==> config.mk <==
export PLATFORM = sky130hd
export DESIGN_NAME = fpcvt_arbiter
export DESIGN_NICKNAME = d
export VERILOG_FILES = /design/src/rtl/fpcvt_arbiter.sv
export SDC_FILE = /design/constraint.sdc
export NUM_CORES = 1
export LEC_CHECK = 0
export ABC_AREA = 1
export BUFFER_PORTS_ARGS = -buffer_cell sky130_fd_sc_hd__clkbuf_2
export CAP_MARGIN = 20
export CORE_MARGIN = 3
export CORE_UTILIZATION = 46
export CTS_CLUSTER_DIAMETER = 120
export DETAILED_ROUTE_END_ITERATION = 16
export HOLD_SLACK_MARGIN = 0.02
export PLACE_DENSITY_LB_ADDON = 0.3
export SYNTH_ARGS = -nofsm -noshare
export SYNTH_HDL_FRONTEND = slang
export SYNTH_SLANG_ARGS = --single-unit
==> constraint.sdc <==
create_clock -name clk -period 1.3 [get_ports clk]
set_clock_uncertainty 0.1 [all_clocks]
set_input_delay 0.065 -clock clk [delete_from_list [all_inputs] [get_ports clk]]
set_output_delay 0.065 -clock clk [all_outputs]
set_load 0.01 [all_outputs]
==> src/rtl/fpcvt_arbiter.sv <==
`default_nettype none
// fpcvt_arbiter: two-source arbiter/sequencer feeding one shared 13b -> S/E/F converter.
// Optional macro FPCVT_ARB_CNT_EN adds saturating per-source result counters cnt0/cnt1.
module fpcvt_arbiter #(
  parameter int ARB_MODE = 0,
  parameter int OPW      = 13
) (
  input  logic           clk,
  input  logic           rst_n,
  input  logic           req0_valid,
  input  logic [OPW-1:0] req0_data,
  output logic           req0_ready,
  input  logic           req1_valid,
  input  logic [OPW-1:0] req1_data,
  output logic           req1_ready,
  output logic [OPW-1:0] cvt_d,
  input  logic           cvt_s,
  input  logic [2:0]     cvt_e,
  input  logic [4:0]     cvt_f,
  output logic           out_valid,
  input  logic           out_ready,
  output logic           out_s,
  output logic [2:0]     out_e,
  output logic [4:0]     out_f,
  output logic           out_src
`ifdef FPCVT_ARB_CNT_EN
  ,
  output logic [7:0]     cnt0,
  output logic [7:0]     cnt1
`endif
);

  typedef enum logic [1:0] {
    S_IDLE = 2'd0,
    S_CONV = 2'd1,
    S_OUT  = 2'd2
  } state_t;

  state_t           state_q;
  logic             last_src_q;
  logic             src_q;
  logic [OPW-1:0]   cvt_d_q;
  logic             out_valid_q;
  logic             out_s_q;
  logic [2:0]       out_e_q;
  logic [4:0]       out_f_q;
  logic             out_src_q;

  logic             grant_d;
  logic             accept_d;
  logic [OPW-1:0]   grant_data_d;

  always_comb begin
    grant_d = 1'b0;
    if (req0_valid && req1_valid) begin
      grant_d = (ARB_MODE == 1) ? 1'b0 : ~last_src_q;
    end else if (req1_valid) begin
      grant_d = 1'b1;
    end
  end

  // Readys are gated by rst_n so nothing is handed over on a reset edge.
  assign req0_ready   = rst_n & (state_q == S_IDLE) & req0_valid & ~grant_d;
  assign req1_ready   = rst_n & (state_q == S_IDLE) & req1_valid &  grant_d;
  assign accept_d     = req0_ready | req1_ready;
  assign grant_data_d = grant_d ? req1_data : req0_data;

  always_ff @(posedge clk) begin
    if (!rst_n) begin
      state_q     <= S_IDLE;
      last_src_q  <= 1'b1;
      src_q       <= 1'b0;
      cvt_d_q     <= '0;
      out_valid_q <= 1'b0;
      out_s_q     <= 1'b0;
      out_e_q     <= 3'd0;
      out_f_q     <= 5'd0;
      out_src_q   <= 1'b0;
    end else begin
      case (state_q)
        S_IDLE: begin
          if (accept_d) begin
            cvt_d_q    <= grant_data_d;
            src_q      <= grant_d;
            last_src_q <= grant_d;
            state_q    <= S_CONV;
          end
        end
        S_CONV: begin
          out_s_q     <= cvt_s;
          out_e_q     <= cvt_e;
          out_f_q     <= cvt_f;
          out_src_q   <= src_q;
          out_valid_q <= 1'b1;
          state_q     <= S_OUT;
        end
        S_OUT: begin
          if (out_ready) begin
            out_valid_q <= 1'b0;
            state_q     <= S_IDLE;
          end
        end
        default: state_q <= S_IDLE;
      endcase
    end
  end

  assign cvt_d     = cvt_d_q;
  assign out_valid = out_valid_q;
  assign out_s     = out_s_q;
  assign out_e     = out_e_q;
  assign out_f     = out_f_q;
  assign out_src   = out_src_q;

`ifdef FPCVT_ARB_CNT_EN
  logic [7:0] cnt0_q;
  logic [7:0] cnt1_q;

  always_ff @(posedge clk) begin
    if (!rst_n) begin
      cnt0_q <= 8'd0;
      cnt1_q <= 8'd0;
    end else if (out_valid_q && out_ready) begin
      if (!out_src_q && (cnt0_q != 8'hFF)) cnt0_q <= cnt0_q + 8'd1;
      if ( out_src_q && (cnt1_q != 8'hFF)) cnt1_q <= cnt1_q + 8'd1;
    end
  end

  assign cnt0 = cnt0_q;
  assign cnt1 = cnt1_q;
`endif

endmodule
`default_nettype wire

Word-level counts from Yosys, hierarchy flattened
Cells that the tools add are included.
Widths: inputs -> output; s select.
Word-level totals
  flip-flop bits (word level): 28
  input port bits: 40
  output and inout bits: 26
  logic and storage cells: 35
Cells by class
  equality and inequality tests: 4
  mux-type cells: 8
  bitwise operators: 8
  reduce and logical (&&, ||, !) cells: 6
Operators with widths (count)
  $mux 13: 1
  $pmux 2 s3: 1
  $reduce_and 2->1: 3
  $and 1x1->1: 5
  $mux 2: 2
  $ne 2x2->1 const B: 2
  $mux 1: 3
  $eq 2x1->1 const B: 1
  $eq 2x2->1 const B: 1
  $logic_not 2->1: 1
  $not 1->1: 2
  $pmux 1 s2: 1
  $reduce_bool 2->1: 1
  $logic_and 1x1->1: 1
  $or 1x1->1: 1

Longest topological paths before layout
Gate-level depths: netlist of run 1.
  depth in word-level cells: 7
  gate-level depth with buffers: 9
  mapped depth without buffers: 8

Worst setup path after synthesis of run 1
Ideal clock, no wire load.
  path kind: register to register
  start: reg state_q[1]
  end: reg cvt_d_q[2], in the netlist cvt_d[2]
  library setup time: 0.110 ns
  arrival: 0.940 ns
  required time: 1.090 ns
  slack: 0.150 ns
  cell stages (with the launch flop): 8
  path buffers: 1
  period minus slack after synthesis: 1.150 ns
  cell sequence: dfxtp_1 > inv_2 > nand3_1 > a21oi_4 > buf_4 > nand2_1 > inv_2 > nor2_1
Between the ends
  word-level cells in the longest chain between the ends: 6
  elaborated cells between the ends (all ways): 8
  classes of those cells: bitwise: 6; reduce/logical: 2
RTL lines
  from (decl): line 39  | state_t state_q;
  from (signal assigned): line 70  | state_q <= S_IDLE;
  from (signal assigned): line 86  | state_q <= S_CONV;
  from (signal assigned): line 95  | state_q <= S_OUT;
  $logic_not 2->1 *: line 63, 64, 80
  $and 1x1->1: line 63, 64
  $and 1x1->1, on equally long branches (2 in series): line 63, 64
  $or 1x1->1: line 65  | assign accept_d = req0_ready | req1_ready;
  $reduce_and 2->1 (no line) *
  to (signal assigned): line 83  | cvt_d_q <= grant_data_d;
  to (decl): line 42  | logic [OPW-1:0] cvt_d_q;
Every way passes the cells marked *; elsewhere a longest branch is shown, timed or not.
A chain may end at the register's enable or synchronous reset.

Worst setup path in the final report of run 1
  start: reg state_q[1]
  end: out req1_ready
Between the ends
  word-level cells in the longest chain between the ends: 4
RTL lines
  $logic_not 2->1: line 64  | assign req1_ready = rst_n & (state_q == S_IDLE) & req1_valid & grant_d;
  $and 1x1->1 (3 in series): line 64
  to (decl): line 15  | output logic req1_ready,
Every way passes these cells.

==> qor.yml, run 1 <==
p_total_mw: 2.07
tightest_slew_ns: 0.325
drc_errors: 0
setup_tns_ns: -0.158
drt.antenna.violating_nets: 0
rr_startpoint: "state_q[0]"
min_from: "req1_data[12]"
syn_inst: 225
path_class: "flip-flop to output pin"
fill_cells: 205
synthXorXnorAreaFrac_pct: 0
die_area_mm2: 0.00380
path_clk_slew_ns: 0.15
fp-row-count: 19
gp_congestion: 0.802
setup_ws_ns: -0.0571
reg2reg_depth: 8
cts_root_buffer: "clkbuf_4"
syn-num-nets: 265
core_area_mm2: 0.00285
numCtsBuffers: 3
final_nets: 377
seq_area_frac_synth_pct: 39.3
yosysWarnings: 0
drt_iter0_drc: 57
synth_seq_cells: 28
final_max_slew_viol_count: 0
ys_types: 19
timing.final.crit_share_pct: 104
grt_start_max_net_pins: 21
fmax_mhz: 737
r2r_slack_ns: -0.03
violations: "setup timing"
p_int_mw: 1.41
die_w_um: 61.7
antenna_found_initial: 0
p_leak_nw: 1.35
synth_mux_area_share_pct: 0
ys_top_cells_by_area: "dfxtp_1, nand2_1, inv_1"
p_sw_mw: 0.664
fin_util_pct: 80.4
dpl_worst_slack_ns: 0.0213
p_clk_share_pct: 17.5
synth_fa_ha_area_share_pct: 0
cp_max_fo: 4
max_slew_margin_pct: 78.3
viasPerCell: 4.64
cp.required_ns: 1.13
dr_wl_met2_um: 2350
min_path_type: "input port to flip-flop"
whs_path_depth: 7
grt_first_pass_wirelength_um: 6520
diodes: 0
grt_pass1_vias: 1584
yosysTopAreaCell: "dfxtp_1"
synth_top_family_by_area: "simple AND/OR/NAND/NOR gates"
fin_cells: 366
grt_usage_pct: 22.7
cts.sinks: 28
hold_viol_final: 0
routed-wl-met3_um: 225
start_util_pct: 50.0
synth-simple-area-share_pct: 38.4
crit_path_end_kind: "output pin"
die_height_um: 61.7
whs_endpoint: "cvt_d[12]"
p_seq_share_pct: 48.1
arrival_ns: 1.19
drive_gt1_share_pct: 31.6
synth_compound_area_share_pct: 5.36
clockBufferDepth: 2
combPwrFrac_pct: 34.4
timing.final.crit_period_ns: 1.36
syn_area_mm2: 0.00143
wl_per_cell_um: 11.9
clkLatencyLatePin_ns: 0.32
top_layer: "met4"
grt_overflow: 0
rsz0062_at_grt: "yes"
status: "complete, but fails checks"
h-tree-depth: 1
vdd_drop_max_mv: 0.472
finalSetupViolCount: 7
cts_tree: "done"
dr.pass1.iters: 4
wl_um: 4350
p_per_area_mw_per_mm2: 902
met1_length_um: 1660
syn-mean-instance-area_um2: 6.33
startpoint_type: "flip-flop"
synth_top_area_share_pct: 39.3
r2r_end: "cvt_d[11]"
area_delta_synth_final_pct: 60.9
swShare_pct: 32.1
vias: 1699
ioPinCount: 66
dp_cells: 317
dp_hpwl_um: 2400
place.port_buffers: 65
cap_violations: 0
[layout by cell type, fill, tap and decap left out]
master | Yosys | final
a21oi_1 | 2 | 2
a21oi_4 | 1 | 1
buf_12 | 0 | 2
buf_2 | 4 | 1
buf_4 | 2 | 19
buf_6 | 2 | 1
clkbuf_2 | 0 | 63
clkbuf_4 | 0 | 3
dfxtp_1 | 28 | 25
dfxtp_2 | 0 | 3
dlygate4sd3_1 | 0 | 32
inv_1 | 41 | 40
inv_2 | 5 | 4
inv_4 | 0 | 2
nand2_1 | 56 | 55
nand2_2 | 1 | 1
nand2_4 | 2 | 2
nand2_8 | 0 | 1
nand3_1 | 30 | 30
nand3b_1 | 1 | 1
nand4_4 | 0 | 1
nor2_1 | 35 | 34
nor2_2 | 1 | 1
nor2_4 | 0 | 1
o21ai_0 | 10 | 10
[routing by layer]
metal | GRT usage, % | vias up
met5 | 0 | -
met4 | 6.67 | 0
met3 | 2.73 | 8
met2 | 45.6 | 66
met1 | 24.1 | 739
li1 | - | 886
[flip-flops by register name (all words and copies together) (netlist names)]
signal      count
cvt_d          13
out_f           5
out_e           3
state_q         2
last_src_q      1
out_s           1
out_src         1
out_valid       1
src_q           1
[worst max-delay path, cell delays in order, from the launching register on]
cell	delay (ns)
dfxtp_2	0.37
inv_4	0.09
nand2_4	0.06
nor2_4	0.14
nand2_8	0.07
inv_2	0.05
buf_6	0.09
[layout make-up]
| type | instances | area [um^2] | share of cell area [%] |
|---|---|---|---|
| multi-input combinational | 140 | 656 | 28.6 |
| inverter | 46 | 178 | 7.75 |
| clock buffer | 3 | 22.5 | 0.982 |
| timing repair buffer | 118 | 835 | 36.4 |
| tap | 31 | 38.8 | 1.69 |
| sequential | 28 | 564 | 24.6 |
[stage by stage]
stage | hold WS (ns) | instance area, um^2
floorplan | 0.128 | 1430
global placement | 0.213 | 1770
detailed placement | 0.223 | 1770
CTS | 0.0219 | 2220
global route | 0.0551 | 2290
finish | 0.0116 | 2290
[synthesized netlist by cell type]
library cell and number:
o21ai_0 10, nand2_1 56, buf_4 2, nor2_2 1
buf_1 1, a21oi_1 2, nand3b_1 1, clkbuf_1 2
nand3_1 30, inv_2 5, buf_2 4, nand4_2 1
dfxtp_1 28, a21oi_4 1, nand2_2 1, buf_6 2
inv_1 41, nor2_1 35, nand2_4 2
[what timing repair did]
action / CTS / global route
hold endpoints to repair: 25 / 0
endpoints found under the setup margin: 3 / 15
hold buffers: 32 / 0
buffers inserted: 7 / 7
pin swaps: 5 / 6
resized for setup: 8 / 7
[cells by family after synthesis]
family | after synthesis
buffers and inverters | 57
AO/OA/AOI/OAI | 13
flip-flops | 28
AND/OR/NAND/NOR | 127
[how the worst max path moves through the flow]
stage | depth (start not counted) | start | endpoint
global route | 6 | state_q[1] | req1_ready
detailed placement | 6 | state_q[1] | cvt_d[2]
finish | 6 | state_q[1] | req1_ready
global placement | 6 | last_src_q | cvt_d[2]
floorplan | 7 | state_q[1] | cvt_d[2]
CTS | 6 | state_q[1] | req1_ready
[power groups by stage]
stage / clock network (mW) / logic (mW) / registers, mW
global placement: 0 / 0.525 / 1.01
global route: 0.398 / 0.797 / 1.01
CTS: 0.363 / 0.663 / 0.992
finish: 0.361 / 0.713 / 0.996
floorplan: 0 / 0.306 / 1.04
detailed placement: 0 / 0.530 / 1.01
Note: power is estimated with default switching activity, not from simulation.
==> inputs of run 2 (changes only) <==
--- a/config.mk
+++ b/config.mk
@@ -12,6 +12,7 @@
 export CORE_UTILIZATION = 46
 export CTS_CLUSTER_DIAMETER = 120
 export DETAILED_ROUTE_END_ITERATION = 16
+export GPL_TIMING_DRIVEN = 0
 export HOLD_SLACK_MARGIN = 0.02
 export PLACE_DENSITY_LB_ADDON = 0.3
 export SYNTH_ARGS = -nofsm -noshare
==> qor.yml, run 2 (synthesized netlist as in run 1, its figures left out) <==
status: "complete, but fails checks"
violations: "setup timing"
grt_pass1_vias: 1693
die_height_um: 61.7
p_sw_mw: 0.722
viasPerCell: 4.75
p_seq_share_pct: 42.1
combPwrFrac_pct: 33.1
arrival_ns: 1.18
tightest_slew_ns: 0.441
diodes: 0
drc_errors: 0
cp_cell_sequence: "nand2_4 > nand2_4 > inv_4 > nand2_4 > inv_2 > buf_6"
finish.instance_area_mm2: 0.00245
vias: 1764
path_clk_slew_ns: 0.15
start_util_pct: 50.0
crit_path_end_kind: "output pin"
dr.pass1.iters: 4
cts_root_buffer: "clkbuf_4"
numCtsBuffers: 3
cts.sinks: 28
max_slew_margin_pct: 70.6
core_area_mm2: 0.00285
p_leak_nw: 1.41
antenna_found_initial: 0
drt_iter0_drc: 84
hold_viol_final: 0
area_delta_synth_final_pct: 71.6
wl_per_cell_um: 12.6
critical_path.max_stage_delay_ns: 0.38
fin_hold_ws_ns: 0.0226
p_int_mw: 1.64
p_clk_share_pct: 24.8
p_per_area_mw_per_mm2: 965
cp.required_ns: 1.13
cts_tree: "done"
placed_area_mm2: 0.00178
clkLatencyLatePin_ns: 0.33
final_max_slew_viol_count: 0
most-common-layout-cells: "clkbuf_2, nand2_1, dlygate4sd3_1"
fp-row-count: 19
path_class: "flip-flop to output pin"
die_area_mm2: 0.00380
ioPinCount: 66
cp_max_fo: 4
rsz0062_at_grt: "yes"
grt_first_pass_wirelength_um: 7150
fmax_mhz: 745
path_common_cell: "nand2_4"
grt_overflow: 0
final_nets: 381
cap_violations: 0
vdd_drop_max_mv: 0.522
timing.final.crit_period_ns: 1.34
p_total_mw: 2.36
startpoint_type: "flip-flop"
wl_um: 4690
clockBufferDepth: 2
gp_congestion: 0.764
swShare_pct: 30.6
crit_slowest_cell: "dfxtp_2"
grt_usage_pct: 25.5
fill_cells: 166
layout_commonest_cell: "clkbuf_2"
drive_gt1_share_pct: 37.4
dp_hpwl_um: 2450
h-tree-depth: 1
drt.antenna.violating_nets: 0
setup_tns_ns: -0.141
timing.final.crit_share_pct: 103
place.port_buffers: 64
finalSetupViolCount: 6
grt_start_max_net_pins: 17
setup_ws_ns: -0.0420
largest_reg_flops: 13
min_path_type: "input port to flip-flop"
die_w_um: 61.7
## run 2: final timing paths
check	start	endpoint	slack, ns	cells past startpoint
max reg2reg	last_src_q	cvt_d[11]	-0.04	8
min reg2reg	src_q	src_q	0.38	2
max	last_src_q	req1_ready	-0.04	6
min	req1_data[0]	cvt_d[0]	0.02	7
## run 2: metrics by stage
stage | util, % | std cells | setup WS, ns
3_5_place_dp | 62.5 | 320 | 0.0117
5_1_grt | 85.7 | 371 | -0.105
2_1_floorplan | - | 225 | 0.150
6_report | 85.7 | 371 | -0.0420
4_1_cts | 80.9 | 368 | -0.0468
3_3_place_gp | 62.5 | 320 | 0.0343
## run 2: area by class of cell
cell class,count,area [um^2],share of cell area [%]
timing repair buffer,113,835,34.1
sequential,28,564,23.1
tap,31,38.8,1.59
buffer,9,66.3,2.71
multi-input combinational,140,709,29.0
clock buffer,3,22.5,0.921
inverter,46,180,7.37
clock inverter,1,30.0,1.23
## run 2: per-layer routing
layer / GRT usage, % / wire length, um / up-vias
met5: 0 / 0 / -
met4: 11.5 / 189 / 0
met3: 3.77 / 289 / 21
met2: 49.6 / 2450 / 80
met1: 26.3 / 1760 / 763
li1: - / - / 900
## run 2: worst max-delay path, delay by kind of cell, from the launching register on
kind,cells,cell delay (ns)
flip-flops,1,0.38
AND/OR/NAND/NOR,3,0.26
buffers and inverters,3,0.21
## run 2: timing repair
action / in CTS / in global routing
buffers inserted: 10 / 3
resized for setup: 16 / 41
pin swaps: 5 / 19
cloned: 1 / 1
endpoints found under the hold margin: 23 / 0
hold buffers: 34 / 0
endpoints found under the setup margin: 3 / 25
## run 2: power groups by stage
stage	registers, mW	logic, mW	clock network (mW)
6_report	0.994	0.781	0.586
5_1_grt	1.00	0.867	0.609
4_1_cts	0.992	0.680	0.584
3_5_place_dp	1.01	0.535	0
3_3_place_gp	1.00	0.528	0
2_1_floorplan	1.04	0.306	0
